## config.mk

```make
export PLATFORM = sky130hd
export DESIGN_NAME = rs_symbol_corrector
export DESIGN_NICKNAME = d
export VERILOG_FILES = /design/src/rtl/rs_symbol_corrector.sv
export SDC_FILE = /design/constraint.sdc
export NUM_CORES = 1
export LEC_CHECK = 0
export CORE_ASPECT_RATIO = 1.1
export CORE_MARGIN = 1.5
export CORE_UTILIZATION = 50
export CTS_BUF_LIST = sky130_fd_sc_hd__clkbuf_4 sky130_fd_sc_hd__clkbuf_8
export CTS_CLUSTER_SIZE = 30
export DETAILED_ROUTE_END_ITERATION = 7
export PLACE_DENSITY_LB_ADDON = 0.15
export SYNTH_ARGS = -nofsm -noshare
export SYNTH_HDL_FRONTEND = slang
export SYNTH_SLANG_ARGS = --single-unit
export TNS_END_PERCENT = 100
```

## constraint.sdc

```tcl
create_clock -name CLK -period 5.9 [get_ports CLK]
set_clock_uncertainty 0.1 [all_clocks]
set_input_delay 0.59 -clock CLK [delete_from_list [all_inputs] [get_ports CLK]]
set_output_delay 0.59 -clock CLK [all_outputs]
set_load 0.005 [all_outputs]
```

## src/rtl/rs_symbol_corrector.sv

```systemverilog
// RS(15,11) final stage: ping-pong codeword buffer that XORs Forney error values into the
// buffered symbols; out_sym follows its accepted err_val by one cycle with no output backpressure.
module rs_symbol_corrector #(
  parameter int N          = 15,
  parameter int K          = 11,
  parameter bit OUT_PARITY = 1'b0
) (
  input  logic       CLK,
  input  logic       RESET,
  input  logic       in_valid,
  input  logic [3:0] in_sym,
  output logic       in_ready,
  input  logic       err_valid,
  input  logic [3:0] err_val,
  output logic       err_ready,
  output logic       out_valid,
  output logic [3:0] out_sym,
  output logic       out_last,
  output logic [3:0] corr_count
);
  localparam int IW = $clog2(N);
  localparam logic [IW-1:0] LAST_IDX  = IW'(N - 1);
  localparam logic [IW-1:0] EMIT_LAST = OUT_PARITY ? IW'(N - 1) : IW'(K - 1);
  localparam logic [IW-1:0] K_IDX     = IW'(K);

  logic [3:0]    mem [2][N];
  logic [1:0]    full;
  logic          wr_bank;
  logic          rd_bank;
  logic [IW-1:0] wr_idx;
  logic [IW-1:0] rd_idx;
  logic [3:0]    run_count;

  logic          wr_fire;
  logic          rd_fire;
  logic          rd_emit;
  logic [3:0]    rd_sym;
  logic [3:0]    next_count;

  assign in_ready   = !full[wr_bank];
  assign err_ready  = full[rd_bank];
  assign wr_fire    = in_valid && in_ready;
  assign rd_fire    = err_valid && err_ready;
  assign rd_sym     = mem[rd_bank][rd_idx] ^ err_val;
  assign rd_emit    = OUT_PARITY || (rd_idx < K_IDX);
  assign next_count = run_count + {3'b000, err_val != 4'h0};

  // Buffer contents survive reset; only the bookkeeping is cleared.
  always_ff @(posedge CLK) begin
    if (!RESET && wr_fire) begin
      mem[wr_bank][wr_idx] <= in_sym;
    end
  end

  always_ff @(posedge CLK) begin
    if (RESET) begin
      full       <= 2'b00;
      wr_bank    <= 1'b0;
      rd_bank    <= 1'b0;
      wr_idx     <= '0;
      rd_idx     <= '0;
      run_count  <= 4'h0;
      out_valid  <= 1'b0;
      out_sym    <= 4'h0;
      out_last   <= 1'b0;
      corr_count <= 4'h0;
    end else begin
      out_valid <= rd_fire && rd_emit;
      out_sym   <= (rd_fire && rd_emit) ? rd_sym : 4'h0;
      out_last  <= rd_fire && (rd_idx == EMIT_LAST);

      // A completing write and a completing read always touch different banks.
      if (wr_fire) begin
        if (wr_idx == LAST_IDX) begin
          wr_idx        <= '0;
          full[wr_bank] <= 1'b1;
          wr_bank       <= !wr_bank;
        end else begin
          wr_idx <= wr_idx + 1'b1;
        end
      end

      if (rd_fire) begin
        if (rd_idx == LAST_IDX) begin
          rd_idx        <= '0;
          full[rd_bank] <= 1'b0;
          rd_bank       <= !rd_bank;
          corr_count    <= next_count;
          run_count     <= 4'h0;
        end else begin
          rd_idx    <= rd_idx + 1'b1;
          run_count <= next_count;
        end
      end
    end
  end

endmodule

```

==> results.py, run 1 <==
metrics = {
    "floorplanning": {
        "die_y_um": 111,
        "ios": 24,
        "start_util_pct": 51.1,
        "rows": 39,
        "coreArea_um2": 10300,
        "dieArea_um2": 11200,
        "die_x_um": 101,
    },
    "place": {
        "dpl_cell_area_um2": 5510,
        "place_congestion": 0.780,
        "dp_hpwl_mm": 6.97,
        "port_buffers": 23,
        "dp.cells": 507,
    },
    "logic_synthesis": {
        "ys_ff_latch": 123,
        "synth_fp_nets": 377,
        "synth_ff_type": "edfxtp_1",
        "synth_edf_count": 96,
        "syn_area_um2": 5260,
        "avgSynthCellArea_um2": 14.5,
        "ys_seq_area_share_pct": 65.0,
        "ys_types": 54,
        "ys_warn_count": 0,
        "syn_inst": 363,
        "synthArstFlopShare_pct": 0,
    },
    "job": {
        "cap_violations": 0,
    },
    "cts": {
        "cts_buffers": 17,
        "cts_setup_buffers": 0,
        "cts_buffer_depth": 2,
        "cts_hold_buf": 0,
        "clk_pin_slew_ns": 0.08,
        "cts_root_buf": "clkbuf_8",
        "cts_tree": "done",
        "cts.htree.levels": 4,
        "cts.sinks": 123,
        "clk_latency_ns": 0.43,
        "cts_resized": 0,
    },
    "timing": {
        "rsz0062_at_grt": "false",
        "tightest_slew_ns": 1.15,
        "max_freq_mhz": 353,
        "hold_viol_final": 0,
        "fin_setup_tns_ns": 0,
        "period_share_pct": 48.0,
        "slew_violations": 0,
        "setup_viol": 0,
        "finalCriticalPeriod_ns": 2.83,
        "max_slew_margin_pct": 23.0,
        "hold_ws_ns": 0.367,
    },
    "pwr": {
        "p_per_area_nw_per_um2": 284,
        "pwr-share-seq_pct": 56.2,
        "switching_share_pct": 23.0,
        "power.leakage_uw": 0.00180,
        "power.share.clock_pct": 41.2,
        "intPower_uw": 1290,
        "p_total_uw": 1670,
        "vdd_drop_max_mv": 0.137,
        "p_comb_share_pct": 2.6,
        "switching_power_uw": 384,
    },
    "drt": {
        "routedWlPerCell_um": 19.5,
        "vias_per_cell": 5.78,
        "drcViolationCount": 0,
        "drt-total-wl_mm": 10.5,
        "via_count": 3115,
        "antenna_left": 0,
        "detail_route.iter0.violations": 223,
        "dr.pass1.iters": 6,
    },
    "global_route": {
        "grt_pass1_vias": 3111,
        "grt_pass1_wl_mm": 16.4,
        "grt_overflow": 0,
        "track_usage_pct": 20.1,
        "antenna_found_initial": 0,
        "grt_max_degree": 37,
    },
    "min_path": {
        "hp-start": "run_count[0]",
        "hold_path_class": "reg2reg",
    },
    "critical_path": {
        "arrival_ns": 3.04,
        "reg2reg_setup_slack_ns": 3.07,
        "r2r_end": "out_sym[0]",
        "endpoint_kind": "register",
        "crit_type": "reg2reg",
        "crit_fanout": 36,
        "required_ns": 6.11,
        "reg2reg_depth": 5,
        "cp-start-kind": "register",
        "crit_end": "out_sym[0]",
    },
    "layout": {
        "drive_gt1_share_pct": 15.7,
        "diodes": 0,
        "syn_to_final_growth_pct": 11.9,
        "fin_area_um2": 5890,
        "final_nets": 397,
        "final_cells": 539,
    },
    "status": {
        "status": "finished, final reports clean",
    },
}
flip-flops by register name, indices dropped and copies added, names as in the netlist, 2 cells and up, named ones only:
name / flops
rd_idx: 4
out_sym: 4
full: 2
corr_count: 4
wr_idx: 4
run_count: 4
mem: 96
synthesized netlist by cell type (3+ instances only):
master / count / area [um^2]
edfxtp_1: 96 / 2880
nor2_1: 36 / 135
buf_2: 7 / 35.0
mux2i_1: 20 / 200
xnor2_1: 3 / 26.3
buf_6: 3 / 33.8
mux4_1: 7 / 184
mux2_2: 7 / 78.8
nor3_1: 6 / 30.0
a41oi_1: 4 / 35.0
nor2_2: 4 / 25.0
clkbuf_1: 8 / 30.0
nand2_1: 10 / 37.5
a211oi_1: 4 / 30.0
a2111oi_1: 3 / 30.0
mux4_2: 5 / 113
o22ai_1: 12 / 75.1
a21o_1: 4 / 30.0
nand3_1: 12 / 60.1
o211ai_1: 5 / 37.5
inv_1: 6 / 22.5
a22oi_1: 4 / 30.0
a31oi_1: 5 / 31.3
nor2b_1: 4 / 25.0
o2111ai_1: 4 / 35.0
dfxtp_1: 27 / 541
nand2b_1: 5 / 31.3
a21oi_1: 10 / 50.1
o21ai_0: 8 / 40.0
logic make-up (layout without fill, tap and decap cells):
family | after synthesis | in the layout | share of synthesized area [%]
buf+inv | 28 | 61 | 3.49
xor+xnor | 5 | 5 | 0.832
flops | 123 | 123 | 65.0
mux | 42 | 42 | 11.8
fa+ha+maj | 2 | 2 | 0.475
simple gates | 96 | 96 | 9.53
compound gates | 67 | 67 | 8.82
cell usage in the layout, fill, tap and decap left out, types with 6 or more instances in the layout:
master	Yosys	layout
mux2_2	7	7
nor2_1	36	36
nor3_1	6	6
clkbuf_8	0	17
nand2_1	10	10
dfxtp_1	27	26
o22ai_1	12	12
mux2i_1	20	20
edfxtp_1	96	96
nand3_1	12	12
o21ai_0	8	8
a21oi_1	10	10
clkdlybuf4s50_1	0	23
mux4_1	7	7
inv_1	6	6
final cells by class:
cell class              count  area, um^2
fillers                   828        4410
flip-flops and latches    123        3420
clock buffers              17         234
multi-input cells         212        1660
well taps                 143         179
inverters                   6        22.5
clock inverters            15         141
repair buffers             23         230
per-stage QoR:
| step | utilization, % | setup slack, ns |
|---|---|---|
| floorplan | - | 3.77 |
| global placement | 53.5 | 2.69 |
| CTS | 57.2 | 3.05 |
| finish | 57.2 | 3.07 |
| global route | 57.2 | 2.87 |
| detailed placement | 53.5 | 2.59 |
power groups by stage:
stage	registers (uW)	logic, uW	clock network [uW]
detailed placement	961	43.2	0
finish	942	42.9	690
global placement	961	42.7	0
global route	942	46.4	736
CTS	941	43.5	705
floorplan	957	20.6	0
how the worst min path moves through the flow:
| stage | endpoint | slack (ns) | cells past startpoint |
|---|---|---|---|
| final | run_count[0] | 0.37 | 2 |
| after global routing | run_count[0] | 0.39 | 2 |
| after CTS | run_count[0] | 0.37 | 2 |
| after detailed placement | run_count[0] | 0.36 | 2 |
| after global placement | run_count[0] | 0.34 | 2 |
| after floorplan | run_count[0] | 0.34 | 2 |
layer usage:
layer / track usage (%) / wire (um) / vias to the layer above
li1: - / - / 1455
met1: 25.7 / 4560 / 1541
met2: 32.3 / 5160 / 103
met3: 5.44 / 626 / 16
met4: 7.89 / 163 / 0
met5: 0 / 0 / -
worst max-delay path, cell delays in order, from the launching register on:
cell	delay, ns
dfxtp_2	1.05
mux4_1	0.71
a22oi_1	0.39
a2111oi_1	0.15
a41oi_1	0.18
o211ai_1	0.12
Note: power is estimated with default switching activity, not from simulation.
==> run 2, diff against run 1 <==
==> constraint.sdc (replaced) <==
create_clock -name CLK -period 2.4 [get_ports CLK]
set_clock_uncertainty 0.1 [all_clocks]
set_input_delay 0.24 -clock CLK [delete_from_list [all_inputs] [get_ports CLK]]
set_output_delay 0.24 -clock CLK [all_outputs]
set_load 0.005 [all_outputs]
==> run 2 against run 1 <==
Die area stayed put. Non-clock buffer count is 28 higher. Core utilization is 2.7 points higher. Critical path depth did not move. Cell area rose by 4.7%. Count of clock-buffer cells in the layout grew 8. Sequential cell count is the same. Sequential power is 150% higher. Register-to-register slack got worse by 2.9 ns. Fmax is 28% higher. Final cell count rose by 5.2%. Largest power group unchanged.
==> results.py, run 2 (synthesis results as in run 1) <==
metrics = {
    "timing": {
        "rsz0062_at_grt": "false",
        "period_share_pct": 92.4,
        "max_freq_mhz": 451,
        "setup_viol": 0,
        "hold_viol_final": 0,
        "hold_ws_ns": 0.364,
        "slew_violations": 0,
        "max_slew_margin_pct": 60.9,
        "fin_setup_tns_ns": 0,
        "finalCriticalPeriod_ns": 2.22,
        "tightest_slew_ns": 0.586,
    },
    "global_route": {
        "grt_overflow": 0,
        "met2_usage_pct": 36.1,
        "grt_max_degree": 29,
        "grt_busiest_layer": "met2",
        "grt_pass1_wl_mm": 17.3,
        "met3_usage_pct": 5.25,
        "antenna_found_initial": 0,
        "grt_pass1_vias": 3326,
        "use_met1_pct": 25.7,
        "track_usage_pct": 21.5,
    },
    "critical_path": {
        "endpoint_kind": "register",
        "path_buf_inv": 1,
        "cp_slowest_stage_delay_ns": 0.52,
        "crit_type": "reg2reg",
        "critical-path-top-delay-family": "simple AND/OR/NAND/NOR gates",
        "crit_fanout": 6,
        "cp_cell_sequence": "mux2i_4 -> nand2_4 -> buf_4 -> or3_2 -> nor2_1",
        "arrival_ns": 2.21,
        "cp-start-kind": "register",
        "slowest_stage": "or3_2",
        "required_ns": 2.39,
    },
    "drt": {
        "drt-total-wl_mm": 11.0,
        "detail_route.iter0.violations": 179,
        "vias_per_cell": 5.67,
        "drcViolationCount": 0,
        "antenna_left": 0,
        "routedWlPerCell_um": 19.4,
        "dr.pass1.iters": 4,
        "via_count": 3216,
    },
    "pwr": {
        "power.leakage_uw": 0.00199,
        "vdd_drop_max_mv": 0.334,
        "p_per_area_nw_per_um2": 698,
    },
    "place": {
        "dp_hpwl_mm": 7.61,
        "port_buffers": 23,
        "dp.cells": 535,
        "dpl_cell_area_um2": 5750,
        "place_congestion": 0.791,
    },
    "layout": {
        "syn_to_final_growth_pct": 17.1,
        "final_cells": 567,
        "final_util_pct": 59.9,
        "mostFrequentLayoutCells": "96 x edfxtp_1, 36 x nor2_1, 26 x dfxtp_1, 26 x buf_4, 23 x clkdlybuf4s50_1",
        "fillers": 834,
        "final_nets": 425,
        "fin_area_um2": 6160,
        "diodes": 0,
        "regMostFlops": "mem",
        "mostFrequentLayoutCell": "edfxtp_1",
        "largest_reg_flops": 96,
        "drive_gt1_share_pct": 21.2,
    },
    "cts": {
        "clk_latency_ns": 0.43,
        "cts_root_buf": "clkbuf_8",
        "cts.sinks": 123,
        "clk_pin_slew_ns": 0.07,
        "cts_buffer_depth": 2,
        "cts.htree.levels": 4,
        "cts_tree": "done",
        "cts_buffers": 17,
        "cts_setup_buffers": 0,
        "cts_hold_buf": 0,
    },
    "floorplanning": {
        "rows": 39,
        "ios": 24,
        "die_x_um": 101,
        "coreArea_um2": 10300,
        "start_util_pct": 51.1,
        "dieArea_um2": 11200,
        "die_y_um": 111,
    },
    "status": {
        "status": "finished, final reports clean",
    },
    "job": {
        "cap_violations": 0,
    },
    "min_path": {
        "hold_path_class": "in2reg",
    },
}
run 2: cell types whose count changed in the layout (fill, tap and decap cells not counted), moves of 2 or more:
| cell | before | now |
|---|---|---|
| buf_4 | 0 | 26 |
| clkbuf_8 | 17 | 22 |
| clkinvlp_4 | 5 | 1 |
| clkbuf_4 | 0 | 3 |
| clkinv_4 | 3 | 0 |
| inv_6 | 3 | 0 |
| buf_12 | 0 | 2 |
run 2: final cells by class:
cell class | instances | area, um^2 | area share, %
Inverter | 6 | 22.5 | 0.365
Clock inverter | 7 | 88.8 | 1.44
Tap cell | 143 | 179 | 2.90
Multi-Input combinational cell | 212 | 1660 | 26.9
Sequential cell | 123 | 3430 | 55.6
Clock buffer | 25 | 325 | 5.28
Timing Repair Buffer | 51 | 465 | 7.55
run 2: metrics by stage:
step                total power [uW]  setup WS (ns)
detailed placement              2480         0.0615
global route                    4420         0.0746
floorplan                       2400          0.274
global placement                2480          0.110
CTS                             4320          0.112
finish                          4300          0.182
run 2: where the power goes:
group          leakage [uW]  internal (uW)  switching [uW]
sequential          0.00108           2300            11.5
clock              0.000217           1090             775
combinational      0.000691           46.1            74.2
total               0.00199           3440             861
run 2: worst paths after layout:
kind                                     end         start  depth (start not counted)  slack, ns
worst max-delay path              mem[0][39]       wr_bank                          5       0.18
worst min-delay path              out_sym[0]    err_val[0]                          3       0.36
worst max register to register    mem[0][39]       wr_bank                          5       0.18
worst min register to register  run_count[0]  run_count[0]                          2       0.36
run 2: worst reg2reg max path, cell delays in order, from the launching register on:
cell	delay, ns
dfxtp_1	0.39
mux2i_4	0.31
nand2_4	0.07
buf_4	0.14
or3_2	0.52
nor2_1	0.35
run 2: timing repair:
action	in CTS	in global routing
endpoints found under the setup margin	0	1
gates resized for setup	0	1
hold endpoints to repair	0	0
run 2: routing by layer:
| metal | routed length (um) | share of wire, % |
|---|---|---|
| met1 | 4520 | 41 |
| met2 | 5550 | 50 |
| met3 | 669 | 6.1 |
| met4 | 267 | 2.4 |
| met5 | 0 | 0 |
==> run 3, diff against run 2 <==
==> constraint.sdc (replaced) <==
create_clock -name CLK -period 2.1 [get_ports CLK]
set_clock_uncertainty 0.1 [all_clocks]
set_input_delay 0.21 -clock CLK [delete_from_list [all_inputs] [get_ports CLK]]
set_output_delay 0.21 -clock CLK [all_outputs]
set_load 0.005 [all_outputs]
==> run 3 against run 2 <==
Power up 14%. Count of clock-buffer cells in the layout down 6. First-iteration DRC count unchanged. Global-route usage about the same. Hold slack worse by 0.027 ns. Largest cell class unchanged. Highest routed layer unchanged.
==> results.py, run 3 (synthesis results as in run 1) <==
metrics = {
    "floorplanning": {
        "ios": 24,
        "start_util_pct": 51.1,
        "rows": 39,
        "dieArea_um2": 11200,
        "coreArea_um2": 10300,
        "die_x_um": 101,
        "die_y_um": 111,
    },
    "global_route": {
        "antenna_found_initial": 0,
        "grt_overflow": 0,
        "grt_max_degree": 29,
        "grt_pass1_vias": 3263,
        "grt_pass1_wl_mm": 17.4,
        "track_usage_pct": 21.5,
    },
    "timing": {
        "rsz0062_at_grt": "true",
        "max_slew_margin_pct": 69.9,
        "period_share_pct": 98.8,
        "max_freq_mhz": 482,
        "hold_ws_ns": 0.337,
        "setup_slack_ns": 0.0262,
        "fin_setup_tns_ns": 0,
        "tightest_slew_ns": 0.451,
        "finalCriticalPeriod_ns": 2.07,
        "slew_violations": 0,
        "hold_viol_final": 0,
        "setup_viol": 0,
    },
    "status": {
        "status": "finished, final reports clean",
    },
    "pwr": {
        "vdd_drop_max_mv": 0.368,
        "p_total_uw": 4900,
        "p_per_area_nw_per_um2": 772,
        "power.leakage_uw": 0.00204,
    },
    "min_path": {
        "hold_path_class": "in2reg",
    },
    "drt": {
        "drt-total-wl_mm": 11.0,
        "drcViolationCount": 0,
        "dr.pass1.iters": 4,
        "routedWlPerCell_um": 19.0,
        "vias_per_cell": 5.60,
        "via_count": 3253,
        "detail_route.iter0.violations": 179,
        "antenna_left": 0,
    },
    "place": {
        "dp_hpwl_mm": 7.53,
        "port_buffers": 23,
        "place_congestion": 0.796,
        "post-place-ws_ns": -0.156,
    },
    "critical_path": {
        "path_buf_inv": 1,
        "critical-path-top-delay-family": "simple AND/OR/NAND/NOR gates",
        "slowest_stage": "or4_4",
        "cp_cell_sequence": "mux2i_4 -> nand2_4 -> or2_4 -> or4_4 -> nor2_1 -> buf_4",
        "arrival_ns": 2.12,
        "crit_fanout": 5,
        "cp-start-kind": "register",
        "cp_slowest_stage_delay_ns": 0.46,
        "required_ns": 2.14,
        "crit_type": "reg2reg",
        "endpoint_kind": "register",
    },
    "cts": {
        "cts_root_buf": "clkbuf_8",
        "cts.htree.levels": 4,
        "cts_buffer_depth": 2,
        "cts.sinks": 123,
        "cts_tree": "done",
        "cts_buffers": 17,
        "clk_pin_slew_ns": 0.07,
        "clk_latency_ns": 0.43,
    },
    "layout": {
        "final_nets": 439,
        "drive_gt1_share_pct": 26.3,
        "syn_to_final_growth_pct": 20.5,
        "mostFrequentLayoutCells": "96 x edfxtp_1, 39 x buf_4, 33 x nor2_1",
        "regMostFlops": "mem",
        "largest_reg_flops": 96,
        "diodes": 0,
        "fillers": 799,
        "mostFrequentLayoutCell": "edfxtp_1",
    },
    "job": {
        "cap_violations": 0,
    },
}
run 3: cell types whose count changed in the layout (fill, tap and decap cells not counted), moves of 3 or more:
cell      delta
mux4_2       +3
nor2_1       -3
mux4_1       -3
o22ai_2      +4
buf_4       +13
o22ai_1      -4
clkinv_1     +3
clkbuf_8     -4
run 3: final cells by class:
class	count	area, um^2	area share, %
Multi-Input combinational cell	212	1720	27.1
Clock buffer	19	255	4.02
Inverter	6	22.5	0.355
Clock inverter	13	151	2.39
Timing Repair Buffer	65	591	9.31
Sequential cell	123	3430	54.0
Tap cell	143	179	2.82
run 3: metal layers:
layer	GRT usage [%]	routed length (um)	up-vias	share of wire, %
met3	5.95	639	20	5.8
li1	-	-	1539	-
met2	34.3	5510	93	50
met1	27.4	4630	1601	42
met5	0	0	-	0
met4	9.11	265	0	2.4
run 3: final timing paths:
kind | startpoint | endpoint | slack [ns] | cells after the start
worst max-delay path | wr_bank | mem[0][41] | 0.03 | 6
worst min-delay path | err_val[2] | out_sym[2] | 0.34 | 3
worst max register to register | wr_bank | mem[0][41] | 0.03 | 6
worst min register to register | run_count[0] | run_count[0] | 0.36 | 2
run 3: through the flow:
| step | util [%] | instances | area [um^2] |
|---|---|---|---|
| 2_1_floorplan | - | 363 | 5270 |
| 3_3_place_gp | 57.1 | 550 | 5880 |
| 3_5_place_dp | 57.1 | 550 | 5880 |
| 4_1_cts | 61.1 | 582 | 6290 |
| 5_1_grt | 61.6 | 581 | 6340 |
| 6_report | 61.6 | 581 | 6340 |
run 3: what timing repair did:
| action | 4_1_cts | 5_1_grt |
|---|---|---|
| resized for setup | 2 | 16 |
| hold buffers | 0 | 0 |
| pin swaps | 0 | 2 |
| setup buffers | 0 | 1 |
| endpoints found under the setup margin | 37 | 53 |
run 3: worst min-delay path, stage by stage:
cell	delay [ns]
clkdlybuf4s50_1	0.45
nand3_1	0.09
o211ai_1	0.07
run 3: where the power goes:
part	switching, uW	leakage, uW	total [uW]	internal, uW
Clock	909	0.000198	2110	1200
Sequential	12.7	0.00108	2640	2630
Combinational	82.6	0.000759	140	57.5
Total	1000	0.00204	4900	3890
